**src/rtl/apb_burst_master.sv**
```systemverilog
// apb_burst_master: turns a {addr, len, dir} command into a sequence of
// single APB transfers, one beat per SETUP/ACCESS pair. Write data is pulled
// from a valid/ready stream, read data is pushed into a valid/ready stream.
// Each beat has its own ACCESS-phase timeout.
module apb_burst_master #(
    parameter int TIMEOUT = 256,
    parameter int LEN_W   = 8
) (
    input  logic             HCLK,
    input  logic             HRESETn,
    // command
    input  logic             cmd_valid,
    output logic             cmd_ready,
    input  logic             cmd_write,
    input  logic [31:0]      cmd_addr,
    input  logic [LEN_W-1:0] cmd_len,
    // write data stream
    input  logic             wr_valid,
    output logic             wr_ready,
    input  logic [31:0]      wr_data,
    // read data stream
    output logic             rd_valid,
    input  logic             rd_ready,
    output logic [31:0]      rd_data,
    output logic             rd_err,
    // completion
    output logic             done,
    output logic             done_err,
    output logic [LEN_W:0]   done_beats,
    // APB master
    output logic [31:0]      PADDR,
    output logic [31:0]      PWDATA,
    output logic             PWRITE,
    output logic             PSEL,
    output logic             PENABLE,
    input  logic [31:0]      PRDATA,
    input  logic             PREADY,
    input  logic             PSLVERR
);

    localparam int TMO_W = $clog2(TIMEOUT + 1);

    typedef enum logic [2:0] {
        S_IDLE,
        S_REQ,
        S_SETUP,
        S_ACCESS,
        S_DONE
    } state_e;

    state_e             state_q, state_d;
    logic [31:0]        addr_q, addr_d;
    logic [31:0]        wdata_q, wdata_d;
    logic               write_q, write_d;
    logic [LEN_W-1:0]   len_q, len_d;
    logic [LEN_W:0]     beats_q, beats_d;
    logic               err_q, err_d;
    logic [TMO_W-1:0]   tmo_q, tmo_d;
    logic               psel_q, psel_d;
    logic               penable_q, penable_d;
    logic               rd_valid_q, rd_valid_d;
    logic [31:0]        rd_data_q, rd_data_d;
    logic               rd_err_q, rd_err_d;
    logic               done_q, done_d;
    logic               done_err_q, done_err_d;
    logic [LEN_W:0]     done_beats_q, done_beats_d;

    logic               last_beat;

    // beats_q counts completed beats, so it equals len when the final beat is in flight
    assign last_beat = (beats_q == {1'b0, len_q});

    // state register
    always_ff @(posedge HCLK or negedge HRESETn) begin
        if (!HRESETn) state_q <= S_IDLE;
        else          state_q <= state_d;
    end

    // next state, handshakes and next values of every datapath register
    always_comb begin
        state_d      = state_q;
        addr_d       = addr_q;
        wdata_d      = wdata_q;
        write_d      = write_q;
        len_d        = len_q;
        beats_d      = beats_q;
        err_d        = err_q;
        tmo_d        = tmo_q;
        rd_valid_d   = rd_valid_q;
        rd_data_d    = rd_data_q;
        rd_err_d     = rd_err_q;
        done_err_d   = done_err_q;
        done_beats_d = done_beats_q;
        cmd_ready    = 1'b0;
        wr_ready     = 1'b0;

        // read stream drains on its own, independent of where the burst is
        if (rd_valid_q && rd_ready) rd_valid_d = 1'b0;

        case (state_q)
            S_IDLE: begin
                cmd_ready = 1'b1;
                if (cmd_valid) begin
                    addr_d  = cmd_addr & 32'hFFFF_FFFC;
                    write_d = cmd_write;
                    len_d   = cmd_len;
                    beats_d = '0;
                    err_d   = 1'b0;
                    state_d = S_REQ;
                end
            end
            S_REQ: begin
                if (write_q) begin
                    // data must be in hand before the bus is claimed
                    if (wr_valid) begin
                        wr_ready = 1'b1;
                        wdata_d  = wr_data;
                        state_d  = S_SETUP;
                    end
                end else if (!rd_valid_q) begin
                    // only one read word of buffering: wait until it is taken
                    state_d = S_SETUP;
                end
            end
            S_SETUP: begin
                tmo_d   = '0;
                state_d = S_ACCESS;
            end
            S_ACCESS: begin
                if (PREADY) begin
                    beats_d = beats_q + 1'b1;
                    if (!write_q) begin
                        rd_valid_d = 1'b1;
                        rd_data_d  = PRDATA;
                        rd_err_d   = PSLVERR;
                    end
                    if (PSLVERR) begin
                        err_d   = 1'b1;
                        state_d = S_DONE;
                    end else if (last_beat) begin
                        state_d = S_DONE;
                    end else begin
                        addr_d  = addr_q + 32'd4;
                        state_d = S_REQ;
                    end
                end else if (tmo_q == TMO_W'(TIMEOUT - 1)) begin
                    // this is the TIMEOUT-th ACCESS cycle without PREADY
                    err_d   = 1'b1;
                    state_d = S_DONE;
                end else begin
                    tmo_d = tmo_q + 1'b1;
                end
            end
            S_DONE: begin
                state_d = S_IDLE;
            end
            default: begin
                state_d = S_IDLE;
            end
        endcase

        // APB and completion outputs are registered off the next state
        psel_d    = (state_d == S_SETUP) || (state_d == S_ACCESS);
        penable_d = (state_d == S_ACCESS);
        done_d    = (state_d == S_DONE);
        if (state_d == S_DONE) begin
            done_err_d   = err_d;
            done_beats_d = beats_d;
        end
    end

    // datapath and registered outputs
    always_ff @(posedge HCLK or negedge HRESETn) begin
        if (!HRESETn) begin
            addr_q       <= '0;
            wdata_q      <= '0;
            write_q      <= 1'b0;
            len_q        <= '0;
            beats_q      <= '0;
            err_q        <= 1'b0;
            tmo_q        <= '0;
            psel_q       <= 1'b0;
            penable_q    <= 1'b0;
            rd_valid_q   <= 1'b0;
            rd_data_q    <= '0;
            rd_err_q     <= 1'b0;
            done_q       <= 1'b0;
            done_err_q   <= 1'b0;
            done_beats_q <= '0;
        end else begin
            addr_q       <= addr_d;
            wdata_q      <= wdata_d;
            write_q      <= write_d;
            len_q        <= len_d;
            beats_q      <= beats_d;
            err_q        <= err_d;
            tmo_q        <= tmo_d;
            psel_q       <= psel_d;
            penable_q    <= penable_d;
            rd_valid_q   <= rd_valid_d;
            rd_data_q    <= rd_data_d;
            rd_err_q     <= rd_err_d;
            done_q       <= done_d;
            done_err_q   <= done_err_d;
            done_beats_q <= done_beats_d;
        end
    end

    assign PADDR      = addr_q;
    assign PWDATA     = wdata_q;
    assign PWRITE     = write_q;
    assign PSEL       = psel_q;
    assign PENABLE    = penable_q;
    assign rd_valid   = rd_valid_q;
    assign rd_data    = rd_data_q;
    assign rd_err     = rd_err_q;
    assign done       = done_q;
    assign done_err   = done_err_q;
    assign done_beats = done_beats_q;

endmodule

```
**config.mk**
```make
export PLATFORM = sky130hd
export DESIGN_NAME = apb_burst_master
export DESIGN_NICKNAME = d
export VERILOG_FILES = /design/src/rtl/apb_burst_master.sv
export SDC_FILE = /design/constraint.sdc
export NUM_CORES = 1
export LEC_CHECK = 0
export BUFFER_PORTS_ARGS = -buffer_cell sky130_fd_sc_hd__buf_4
export CAP_MARGIN = 10
export CORE_AREA = 2 2 159 145
export CTS_CLUSTER_DIAMETER = 40
export DETAILED_ROUTE_END_ITERATION = 12
export DIE_AREA = 0 0 161 147
export PLACE_DENSITY = 0.51
export SYNTH_ARGS = -nofsm -noshare
export SYNTH_HDL_FRONTEND = slang
export SYNTH_SLANG_ARGS = --single-unit
```
**constraint.sdc**
```tcl
create_clock -name HCLK -period 4.5 [get_ports HCLK]
set_input_delay 0.9 -clock HCLK [delete_from_list [all_inputs] [get_ports HCLK]]
set_output_delay 0.9 -clock HCLK [all_outputs]
set_load 0.02 [all_outputs]
```
==> results of run 1 <==
-- layout by cell type, fill, tap and decap left out, types with 3 or more instances in the layout --
cell type    n
o22ai_1      9
a31oi_1     11
clkbuf_16   17
mux2i_1      3
nor4_1       3
xor2_1      12
nor2_1      37
inv_1       10
mux2_2      43
clkbuf_8     4
and3_1       6
buf_4      229
nand2_1    150
nor3_1      12
o2bb2a_1     6
nand3_1     24
and4_1       4
o211ai_1     4
a22o_1       3
nand4_1      7
dfrtp_1    140
a22oi_1      9
ha_1         4
a311oi_1     4
bufinv_16    4
o21ai_0     32
or3_1        3
a21oi_1     28
o22a_1       5
a32o_1       3
and2_1       4
-- metal layers --
layer | GRT usage | part of all wire | routed length [um] | vias up
met4 | 0.0589 | 0.018 | 359 | 0
met2 | 0.268 | 0.48 | 9340 | 158
met3 | 0.0421 | 0.057 | 1110 | 23
met5 | 0 | 0 | 0 | -
met1 | 0.219 | 0.44 | 8620 | 2724
li1 | - | - | - | 2751
-- power by group --
part           internal (mW)  leakage [nW]  switching [mW]
Combinational           1.19          2.30            1.56
Clock                  0.984         0.311           0.553
Sequential              1.77          1.75           0.444
-- stage by stage --
step	hold WS, ps	cells	setup WS (ps)	area, sq um
after CTS	479	1175	1430	9120
after floorplan	449	652	1870	6510
after global routing	496	1175	1160	9120
after global placement	460	1144	1450	8480
after detailed placement	464	1144	1450	8480
final	473	1175	1500	9120
-- registers in the layout, summed over array words and instances (netlist names) --
register,count
len_q,8
err_q,1
state_q,3
PADDR,30
rd_err,1
tmo_q,9
done_beats,9
done_err,1
PSEL,1
rd_valid,1
PENABLE,1
beats_q,9
rd_data,32
PWDATA,32
PWRITE,1
done,1
-- worst min-delay path, cell delays in order (launching register included) --
cell and delay (ps):
dfrtp_1 340, nand2_1 50, nand2_1 50
-- kinds of logic (layout without fill, tap and decap cells) --
logic type | count (synthesis) | in the layout
other cells | 1 | 2
xor+xnor | 12 | 12
compound gates | 133 | 133
fa+ha+maj | 4 | 4
buf+inv | 46 | 272
simple gates | 269 | 269
mux | 46 | 46
flops | 140 | 140
-- path summary, 6_finish.rpt --
kind                                 start    endpoint  cells after the start
worst max-delay path            beats_q[5]   PADDR[23]                      5
worst min-delay path            PWDATA[26]  PWDATA[26]                      2
worst max register to register  beats_q[5]   PADDR[23]                      5
worst min register to register  PWDATA[26]  PWDATA[26]                      2
max in group asynchronous          HRESETn  rd_data[3]                      2
min in group asynchronous          HRESETn    PADDR[3]                      1
-- final cells by class --
class / instances / area (sq um) / area share
multi-input cells: 466 / 2810 / 0.309
repair buffers: 231 / 1750 / 0.192
flip-flops and latches: 140 / 3500 / 0.384
inverters: 10 / 37.5 / 0.00412
clock inverters: 10 / 163 / 0.0178
well taps: 297 / 372 / 0.0407
clock buffers: 21 / 480 / 0.0527
==> results by group, run 1 <==
Outcome
  • Status: completed

Timing
  • Slew at the pin closest to its max-slew limit: 1000 ps
  • Period Utilization, post-route: 0.666
  • Worst relative slew slack: 0.330
  • Final Hold Viols: 0
  • Total negative slack for setup checks: 0 ps
  • Max Clock Freq: 0.334 GHz
  • Worst clock skew on the final layout: 15.7 ps
  • Final period demand of the worst path: 3000 ps
  • Final Setup Violations: 0
  • Total count of max-transition violations in the final report: 0
  • Unrepaired setup endpoints after global routing: false

Clock network
  • Count of buffers added by post-CTS timing repair for setup: 0
  • Clock root cell: clkbuf_16
  • Clk slew on worst S/H paths: 70 ps
  • Gates resized, CTS repair: 0
  • Clk sinks: 140
  • CTS HTree Levels: 4
  • Worst-skew pair later-pin latency: 430 ps
  • Max Buffers Root-to-Sink: 2
  • Total of hold buffers inserted after clock tree synthesis: 0
  • TritonCTS clock tree: built
  • Number of buffers added by the clock tree synthesis step: 17

Synth
  • Count of yosys warnings during synthesis: 0
  • Primary FF master, synth: dfrtp_1
  • Top cells by area in the synthesized netlist: dfrtp_1, nand2_1, mux2_2, o21ai_0, nor2_1
  • Portion of synthesized cell area occupied by the leading cell type: 0.539
  • Async S/R FF share, synth: 1.00
  • Synth top cells by count: nand2_1, dfrtp_1, mux2_2
  • Dominant combinational cell family by area after synthesis: simple AND/OR/NAND/NOR gates
  • Area fraction in compound gates after synthesis: 0.139
  • Netlist cell types: 59
  • Simple-Gate Fraction of Synth Area: 0.188
  • Cell area after synthesis: 0.00650 sq mm
  • Fraction of the mapped netlist area in adder cells: 0.00769
  • Xor-xnor portion of the synthesized cell area: 0.0162
  • Count of flip-flops with a built-in enable after synthesis: 0
  • Leading cell type by number of instances after synthesis: nand2_1
  • Post-synthesis sequential area ratio: 0.539
  • Syn avg cell area: 9.99 sq um
  • Register bit count reported by yosys: 140
  • Library cell with the largest summed area after synthesis: dfrtp_1
  • Gate Count Post-Synth: 651
  • Portion of netlist area occupied by mux cells: 0.0791

Placement
  • PortBufs: 221
  • Placer Congestion: 0.771
  • Sum of net half-perimeters after detailed placement: 13500 um

Critical path
  • Required time at the endpoint of the critical path: 4820 ps
  • Classification of the worst setup path: reg2reg
  • Combined buffer and inverter count along the critical path: 0
  • Endpoint type of the worst setup path: flop
  • Slowest cell on the critical path: a311o_1
  • CP cell instances: xor2_1 > nor4_1 > a311o_1 > nand2_1 > a32o_2
  • Setup slack of the most critical reg-to-reg path: 1500 ps
  • Worst-path fanout max: 14
  • Data arrival time at the worst-slack endpoint: 3310 ps
  • Worst path max stage delay: 710 ps
  • Category of the worst setup path launch point: flop
  • Cell type group with the largest total delay on the critical path: simple AND/OR/NAND/NOR gates

Global routing
  • Largest net degree at the start of global routing: 73
  • Number of global-route vias before repair: 5655
  • Initial antenna violation count: 0
  • Total track usage: 0.167
  • Global-route congestion overflow total: 0
  • Global-route wire length before repair: 31100 um

Finish
  • Final core utilization: 0.412
  • Count of antenna diodes in the layout: 0
  • Number of nets in the layout: 982
  • Signed area change from the synthesized netlist to the final layout: 40.2%
  • Fill count: 2240
  • Share of post-route cells with drive strength above 1: 0.364

Power and ir drop
  • Worst voltage drop across the vdd grid: 0.323 mV
  • Leakage: 4.36 nW
  • Power after layout: 6.49 mW
  • PwrDens: 712 mW/mm^2

Detailed routing
  • Average via count per standard cell: 4.81
  • Post-detailed-route DRC marker count: 0
  • Number of DRC markers in iteration 0: 305
  • First-pass iteration count of the detailed router: 5
  • Total length of routed wires: 19400 um
  • Remaining antenna violation count after routing: 0
  • Post-detailed-route wirelength per cell: 16.5 um
  • Via count: 5656

Run
  • Max-Cap Viols: 0

Die
  • Initial core utilization: 0.294
  • Number of top-level pins: 226
  • Die H: 147 um
  • Die width: 161 um
  • Area of the core: 0.0221 sq mm
  • Row count: 52
  • Die Outline Area: 0.0237 sq mm

Min path
  • Class of the worst hold path: reg2reg
Note: power is estimated with default switching activity, not from simulation.
==> inputs of run 2 (changes only) <==
--- a/config.mk
+++ b/config.mk
@@ -11,7 +11,7 @@
 export CTS_CLUSTER_DIAMETER = 40
 export DETAILED_ROUTE_END_ITERATION = 12
 export DIE_AREA = 0 0 161 147
-export PLACE_DENSITY = 0.51
+export PLACE_DENSITY = 0.53
 export SYNTH_ARGS = -nofsm -noshare
 export SYNTH_HDL_FRONTEND = slang
 export SYNTH_SLANG_ARGS = --single-unit
==> constraint.sdc (replaced) <==
create_clock -name HCLK -period 2.7 [get_ports HCLK]
set_input_delay 0.54 -clock HCLK [delete_from_list [all_inputs] [get_ports HCLK]]
set_output_delay 0.54 -clock HCLK [all_outputs]
set_load 0.02 [all_outputs]
==> run 2 against run 1 <==
Clock skew down 4.0 ps. Clock power up 64%. Largest power group unchanged. Clock-buffer cell count decreased by 2. Non-clock buffer count is 16 higher. Global-route usage is 0.073 points lower. Cell area is 1.4% higher. Largest cell class unchanged. Worst hold slack worse by 360 ps. Via count up 0.99%.
==> results by group, run 2 (same netlist as run 1, synthesis figures left out) <==
Min path
  • Class of the worst hold path: in2async

Global routing
  • Total track usage: 0.166 (-0.000728)
  • Initial antenna violation count: 0 (unchanged)
  • Largest net degree at the start of global routing: 65 (-11%)
  • Global-route wire length before repair: 30800 um (-0.89%)
  • Number of global-route vias before repair: 5610 (-0.80%)
  • Global-route congestion overflow total: 0 (unchanged)

Critical path
  • Timing startpoint of the critical path: beats_q[5]
  • Required time at the endpoint of the critical path: 3010 ps (-1810 ps)
  • CP cell instances: xor2_1 > nor4_1 > buf_4 > a311o_1 > buf_4 > a21oi_1 > o2bb2a_1
  • Reg-to-Reg End: PADDR[18]
  • Classification of the worst setup path: reg2reg
  • Path depth of the worst reg2reg path: 7 (+2)
  • Category of the worst setup path launch point: flop
  • Endpoint type of the worst setup path: flop
  • Worst path max stage delay: 500 ps (-210 ps)
  • Setup slack of the most critical reg-to-reg path: 290 ps (-1220 ps)
  • Stages on the worst setup path: 7 (+2)
  • Data arrival time at the worst-slack endpoint: 2720 ps (-590 ps)
  • End of the critical path: PADDR[18]
  • Worst-path fanout max: 11 (-3)
  • Cell seen most often among critical-path stages: buf_4
  • Combined buffer and inverter count along the critical path: 2 (+2)
  • Cell type group with the largest total delay on the critical path: compound AO/OA/AOI/OAI gates
  • Slowest cell on the critical path: a311o_1
  • Reg-to-reg critical path startpoint: beats_q[5]

Power and ir drop
  • Worst voltage drop across the vdd grid: 0.428 mV (+33%)
  • PwrDens: 1180 mW/mm^2 (+66%)
  • Leakage: 4.44 nW (+1.9%)

Die
  • Die Outline Area: 0.0237 sq mm (unchanged)
  • Row count: 52 (unchanged)
  • Area of the core: 0.0221 sq mm (unchanged)
  • Initial core utilization: 0.294 (unchanged)
  • Number of top-level pins: 226 (unchanged)
  • Die width: 161 um (unchanged)
  • Die H: 147 um (unchanged)

Outcome
  • Status: completed

Placement
  • Placer Congestion: 0.777 (+0.78%)
  • PortBufs: 221 (unchanged)
  • Total cell area at the placement stage: 0.00861 sq mm (+1.6%)
  • Sum of net half-perimeters after detailed placement: 13600 um (+0.70%)

Clock network
  • Gates resized, CTS repair: 0 (unchanged)
  • Total of hold buffers inserted after clock tree synthesis: 0 (unchanged)
  • Worst-skew pair later-pin latency: 430 ps (about the same)
  • CTS HTree Levels: 4 (unchanged)
  • Max Buffers Root-to-Sink: 2 (unchanged)
  • Count of buffers added by post-CTS timing repair for setup: 0 (unchanged)
  • Number of buffers added by the clock tree synthesis step: 17 (unchanged)
  • Clk sinks: 140 (unchanged)
  • TritonCTS clock tree: built
  • Clk slew on worst S/H paths: 60 ps (about the same)
  • Clock root cell: clkbuf_16

Detailed routing
  • Average via count per standard cell: 4.79 (-0.45%)
  • Remaining antenna violation count after routing: 0 (unchanged)
  • Number of DRC markers in iteration 0: 343 (+12%)
  • Post-detailed-route wirelength per cell: 16.3 um (-1.4%)
  • Total length of routed wires: 19400 um (about the same)
  • WL met1: 8820 um (+2.4%)
  • Via count: 5712 (+0.99%)
  • First-pass iteration count of the detailed router: 4 (-1)
  • Post-detailed-route DRC marker count: 0 (unchanged)
  • Total length of routed met2 wires: 9410 um (+0.76%)
  • Topmost layer with routed signal wires: met4
  • Amount of wire on met3 after detailed routing: 781 um (-30%)

Finish
  • Count of antenna diodes in the layout: 0 (unchanged)
  • Commonest non-fill, non-tap cells in the layout: buf_4, nand2_1, dfrtp_1, mux2_2, nor2_1
  • Signed area change from the synthesized netlist to the final layout: 42.1%
  • Most common cell after layout, fill and taps aside: buf_4
  • Fill count: 2230 (-0.45%)
  • Number of nets in the layout: 998 (+1.6%)
  • Non-Filler Cell Area, Final: 0.00925 sq mm (+1.4%)
  • Share of post-route cells with drive strength above 1: 0.377 (+0.0121)
  • Final core utilization: 0.418 (+0.00566)

Timing
  • Period Utilization, post-route: 0.893 (+0.227)
  • Final Hold Viols: 0 (unchanged)
  • Worst relative slew slack: 0.524 (+0.194)
  • Slew at the pin closest to its max-slew limit: 709 ps (-292 ps)
  • Total negative slack for setup checks: 0 ps (unchanged)
  • Total count of max-transition violations in the final report: 0 (unchanged)
  • Max Clock Freq: 0.415 GHz (+24%)
  • Worst clock skew on the final layout: 11.8 ps (-3.98 ps)
  • Unrepaired setup endpoints after global routing: false
  • Final period demand of the worst path: 2410 ps (-584 ps)
  • Final Setup Violations: 0 (unchanged)

Run
  • Max-Cap Viols: 0 (unchanged)
-- run 2: worst min-delay path by stage --
stage | start | end | slack [ps]
after floorplan | HRESETn | PADDR[10] | 240
after global placement | PWDATA[0] | PWDATA[0] | 460
after detailed placement | PWDATA[30] | PWDATA[30] | 460
after CTS | HRESETn | PADDR[27] | 140
after global routing | HRESETn | PADDR[5] | 160
final | HRESETn | PADDR[5] | 120
-- run 2: through the flow --
stage          power (mW)  cells  hold slack [ps]  setup slack [ps]
2_1_floorplan        6.34    652              244               484
6_report             10.9   1192              116               288
3_5_place_dp         8.48   1160              463               191
4_1_cts              11.1   1192              142               226
3_3_place_gp         8.43   1160              460               249
5_1_grt              11.6   1192              162              96.8
-- run 2: cell type report --
class | count | area, sq um | share of cell area
sequential | 140 | 3500 | 0.379
multi-input combinational | 466 | 2820 | 0.305
timing repair buffer | 247 | 1880 | 0.204
clock buffer | 19 | 443 | 0.0479
tap | 297 | 372 | 0.0402
clock inverter | 13 | 190 | 0.0206
inverter | 10 | 37.5 | 0.00406
-- run 2: worst reg2reg max path, stage by stage (launching register included) --
cell and delay [ps]:
dfrtp_1 430, xor2_1 160, nor4_1 340, buf_4 190, a311o_1 510, buf_4 290, a21oi_1 80, o2bb2a_1 290
-- run 2: power by group --
part           total (mW)  switching, mW  internal [mW]
Clock                2.53          0.951           1.58
Combinational        4.77           2.68           2.09
Sequential           3.63          0.683           2.94
-- run 2: metal layers --
layer,global-route usage,vias up
met5,0,-
met4,0.0665,0
met3,0.0353,29
met2,0.262,139
met1,0.224,2772
li1,-,2772
==> inputs of run 3 (changes only) <==
--- a/config.mk
+++ b/config.mk
@@ -7,10 +7,10 @@
 export LEC_CHECK = 0
 export BUFFER_PORTS_ARGS = -buffer_cell sky130_fd_sc_hd__buf_4
 export CAP_MARGIN = 10
-export CORE_AREA = 2 2 159 145
+export CORE_AREA = 4 4 161 147
 export CTS_CLUSTER_DIAMETER = 40
 export DETAILED_ROUTE_END_ITERATION = 12
-export DIE_AREA = 0 0 161 147
+export DIE_AREA = 0 0 165 151
 export PLACE_DENSITY = 0.53
 export SYNTH_ARGS = -nofsm -noshare
 export SYNTH_HDL_FRONTEND = slang
==> run 3 against run 2 <==
Power fell by 0.30%. Worst setup slack got worse by 19 ps. Highest routed layer unchanged. Sequential power barely moved. Core utilization fell by 0.13 points. Via count fell by 0.35%. First-iteration DRC count fell by 19%. Non-clock buffer count did not move. Combinational power barely moved. Critical endpoint unchanged. Critical path depth did not move. Final cell count fell by 0.17%.
==> results by group, run 3 (same netlist as run 1, synthesis figures left out) <==
Global routing
  • Global-route wire length before repair: 30400 um (-1.4%)
  • Global-route congestion overflow total: 0 (unchanged)
  • Largest net degree at the start of global routing: 60 (-7.7%)
  • Number of global-route vias before repair: 5616 (+0.11%)
  • Initial antenna violation count: 0 (unchanged)
  • Total track usage: 0.154 (-0.0117)

Detailed routing
  • Total length of routed wires: 19600 um (+1.0%)
  • Via count: 5692 (-0.35%)
  • Number of DRC markers in iteration 0: 277 (-19%)
  • Remaining antenna violation count after routing: 0 (unchanged)
  • Post-detailed-route wirelength per cell: 16.5 um (+1.2%)
  • Average via count per standard cell: 4.78 (-0.18%)
  • First-pass iteration count of the detailed router: 5 (+1)
  • Post-detailed-route DRC marker count: 0 (unchanged)

Critical path
  • Data arrival time at the worst-slack endpoint: 2720 ps (about the same)
  • Worst-path fanout max: 13 (+2)
  • Timing startpoint of the critical path: beats_q[5]
  • Reg-to-Reg End: PADDR[18]
  • Path depth of the worst reg2reg path: 7 (unchanged)
  • Category of the worst setup path launch point: flop
  • Reg-to-reg critical path startpoint: beats_q[5]
  • Required time at the endpoint of the critical path: 2990 ps (-20 ps)
  • End of the critical path: PADDR[18]
  • Endpoint type of the worst setup path: flop
  • Classification of the worst setup path: reg2reg
  • Setup slack of the most critical reg-to-reg path: 270 ps (-20 ps)

Finish
  • Number of nets in the layout: 998 (unchanged)
  • Share of post-route cells with drive strength above 1: 0.375 (-0.00140)
  • Most common cell after layout, fill and taps aside: buf_4
  • Final core utilization: 0.417 (-0.00128)
  • Final non-filler cell total: 1190 (-0.17%)
  • Commonest non-fill, non-tap cells in the layout: buf_4, nand2_1, dfrtp_1, mux2_2, nor2_1
  • Signed area change from the synthesized netlist to the final layout: 42.1% (about the same)
  • Count of antenna diodes in the layout: 0 (unchanged)
  • Non-Filler Cell Area, Final: 0.00924 sq mm (about the same)
  • Fill count: 2188 (-1.9%)

Timing
  • Minimum hold slack: 106 ps (-9.36 ps)
  • Final setup slack of the worst path: 270 ps (-18.5 ps)
  • Worst clock skew on the final layout: 14.6 ps (+2.87 ps)
  • Worst relative slew slack: 0.584 (+0.0596)
  • Final Hold Viols: 0 (unchanged)
  • Unrepaired setup endpoints after global routing: false
  • Final period demand of the worst path: 2430 ps (+18.5 ps)
  • Final Setup Violations: 0 (unchanged)
  • Slew at the pin closest to its max-slew limit: 620 ps (-88.9 ps)
  • Total negative slack for setup checks: 0 ps (unchanged)
  • Max Clock Freq: 0.411 GHz (-0.76%)
  • Total count of max-transition violations in the final report: 0 (unchanged)
  • Period Utilization, post-route: 0.900 (+0.00685)

Clock network
  • Gates resized, CTS repair: 0 (unchanged)
  • Total of hold buffers inserted after clock tree synthesis: 0 (unchanged)
  • Clock root cell: clkbuf_16
  • Number of buffers added by the clock tree synthesis step: 17 (unchanged)
  • Count of buffers added by post-CTS timing repair for setup: 0 (unchanged)
  • TritonCTS clock tree: built
  • Clk slew on worst S/H paths: 60 ps (about the same)
  • Clk sinks: 140 (unchanged)
  • Max Buffers Root-to-Sink: 2 (unchanged)
  • Worst-skew pair later-pin latency: 420 ps (about the same)
  • CTS HTree Levels: 4 (unchanged)

Die
  • Initial core utilization: 0.293 (-0.000862)
  • Row count: 52 (unchanged)
  • Die H: 151 um (+2.7%)
  • Area of the core: 0.0222 sq mm (+0.29%)
  • Die width: 165 um (+2.5%)
  • Number of top-level pins: 226 (unchanged)
  • Die Outline Area: 0.0249 sq mm (+5.3%)

Outcome
  • Status: completed

Run
  • Max-Cap Viols: 0 (unchanged)

Power and ir drop
  • Sequential group share of total power: 0.332 (about the same)
  • Net Switching: 4.28 mW (-0.80%)
  • Worst voltage drop across the vdd grid: 0.444 mV (+3.7%)
  • PwrDens: 1180 mW/mm^2 (-0.28%)
  • Switching Fraction: 0.393 (-0.00200)
  • Leakage: 4.42 nW (-0.30%)
  • Internal power summed over all cells: 6.61 mW (about the same)
  • Power after layout: 10.9 mW (-0.30%)
  • Proportion of power drawn by combinational gates: 0.437 (about the same)
  • Clock share of power: 0.230 (about the same)

Placement
  • Setup WS pre-CTS: 231 ps (+40.1 ps)
  • Placer Congestion: 0.805 (+3.6%)
  • Post-Place Cells: 1160 (unchanged)
  • PortBufs: 221 (unchanged)
  • Sum of net half-perimeters after detailed placement: 14100 um (+3.8%)
  • Total cell area at the placement stage: 0.00862 sq mm (+0.15%)

Min path
  • Class of the worst hold path: in2async
run 3: worst min-delay path by stage:
stage                             to  slack [ps]  cells after the start
after floorplan            PADDR[10]         240                      0
after global placement    PWDATA[27]         460                      2
after CTS                   PADDR[5]         140                      1
final                       PADDR[5]         110                      1
after detailed placement   PWDATA[2]         460                      2
after global routing      beats_q[8]         170                      1
run 3: cell type report:
class	count	area [sq um]	area share
repair buffers	247	1900	0.205
inverters	10	37.5	0.00406
clock buffers	19	453	0.0490
well taps	297	372	0.0402
flip-flops and latches	140	3500	0.379
clock inverters	11	169	0.0183
multi-input cells	466	2810	0.304
run 3: power by group through the flow:
stage                     Combinational, mW  Clock (mW)  Sequential [mW]
after global placement                 4.79           0             3.64
final                                  4.76        2.51             3.62
after detailed placement               4.83           0             3.65
after CTS                              4.83        2.57             3.63
after floorplan                        1.91           0             4.43
after global routing                   5.21        2.65             3.75
run 3: routing by layer:
| layer | track usage | share of wire |
|---|---|---|
| met1 | 0.205 | 0.43 |
| met2 | 0.247 | 0.49 |
| met3 | 0.0397 | 0.060 |
| met5 | 0 | 0 |
| met4 | 0.0507 | 0.022 |
run 3: worst max-delay path: stages, from the launching register on:
cell      delay, ps
dfrtp_1         420
xor2_1          150
nor4_1          340
buf_4           190
a311o_1         520
buf_4           300
a21oi_1          80
o2bb2a_1        300
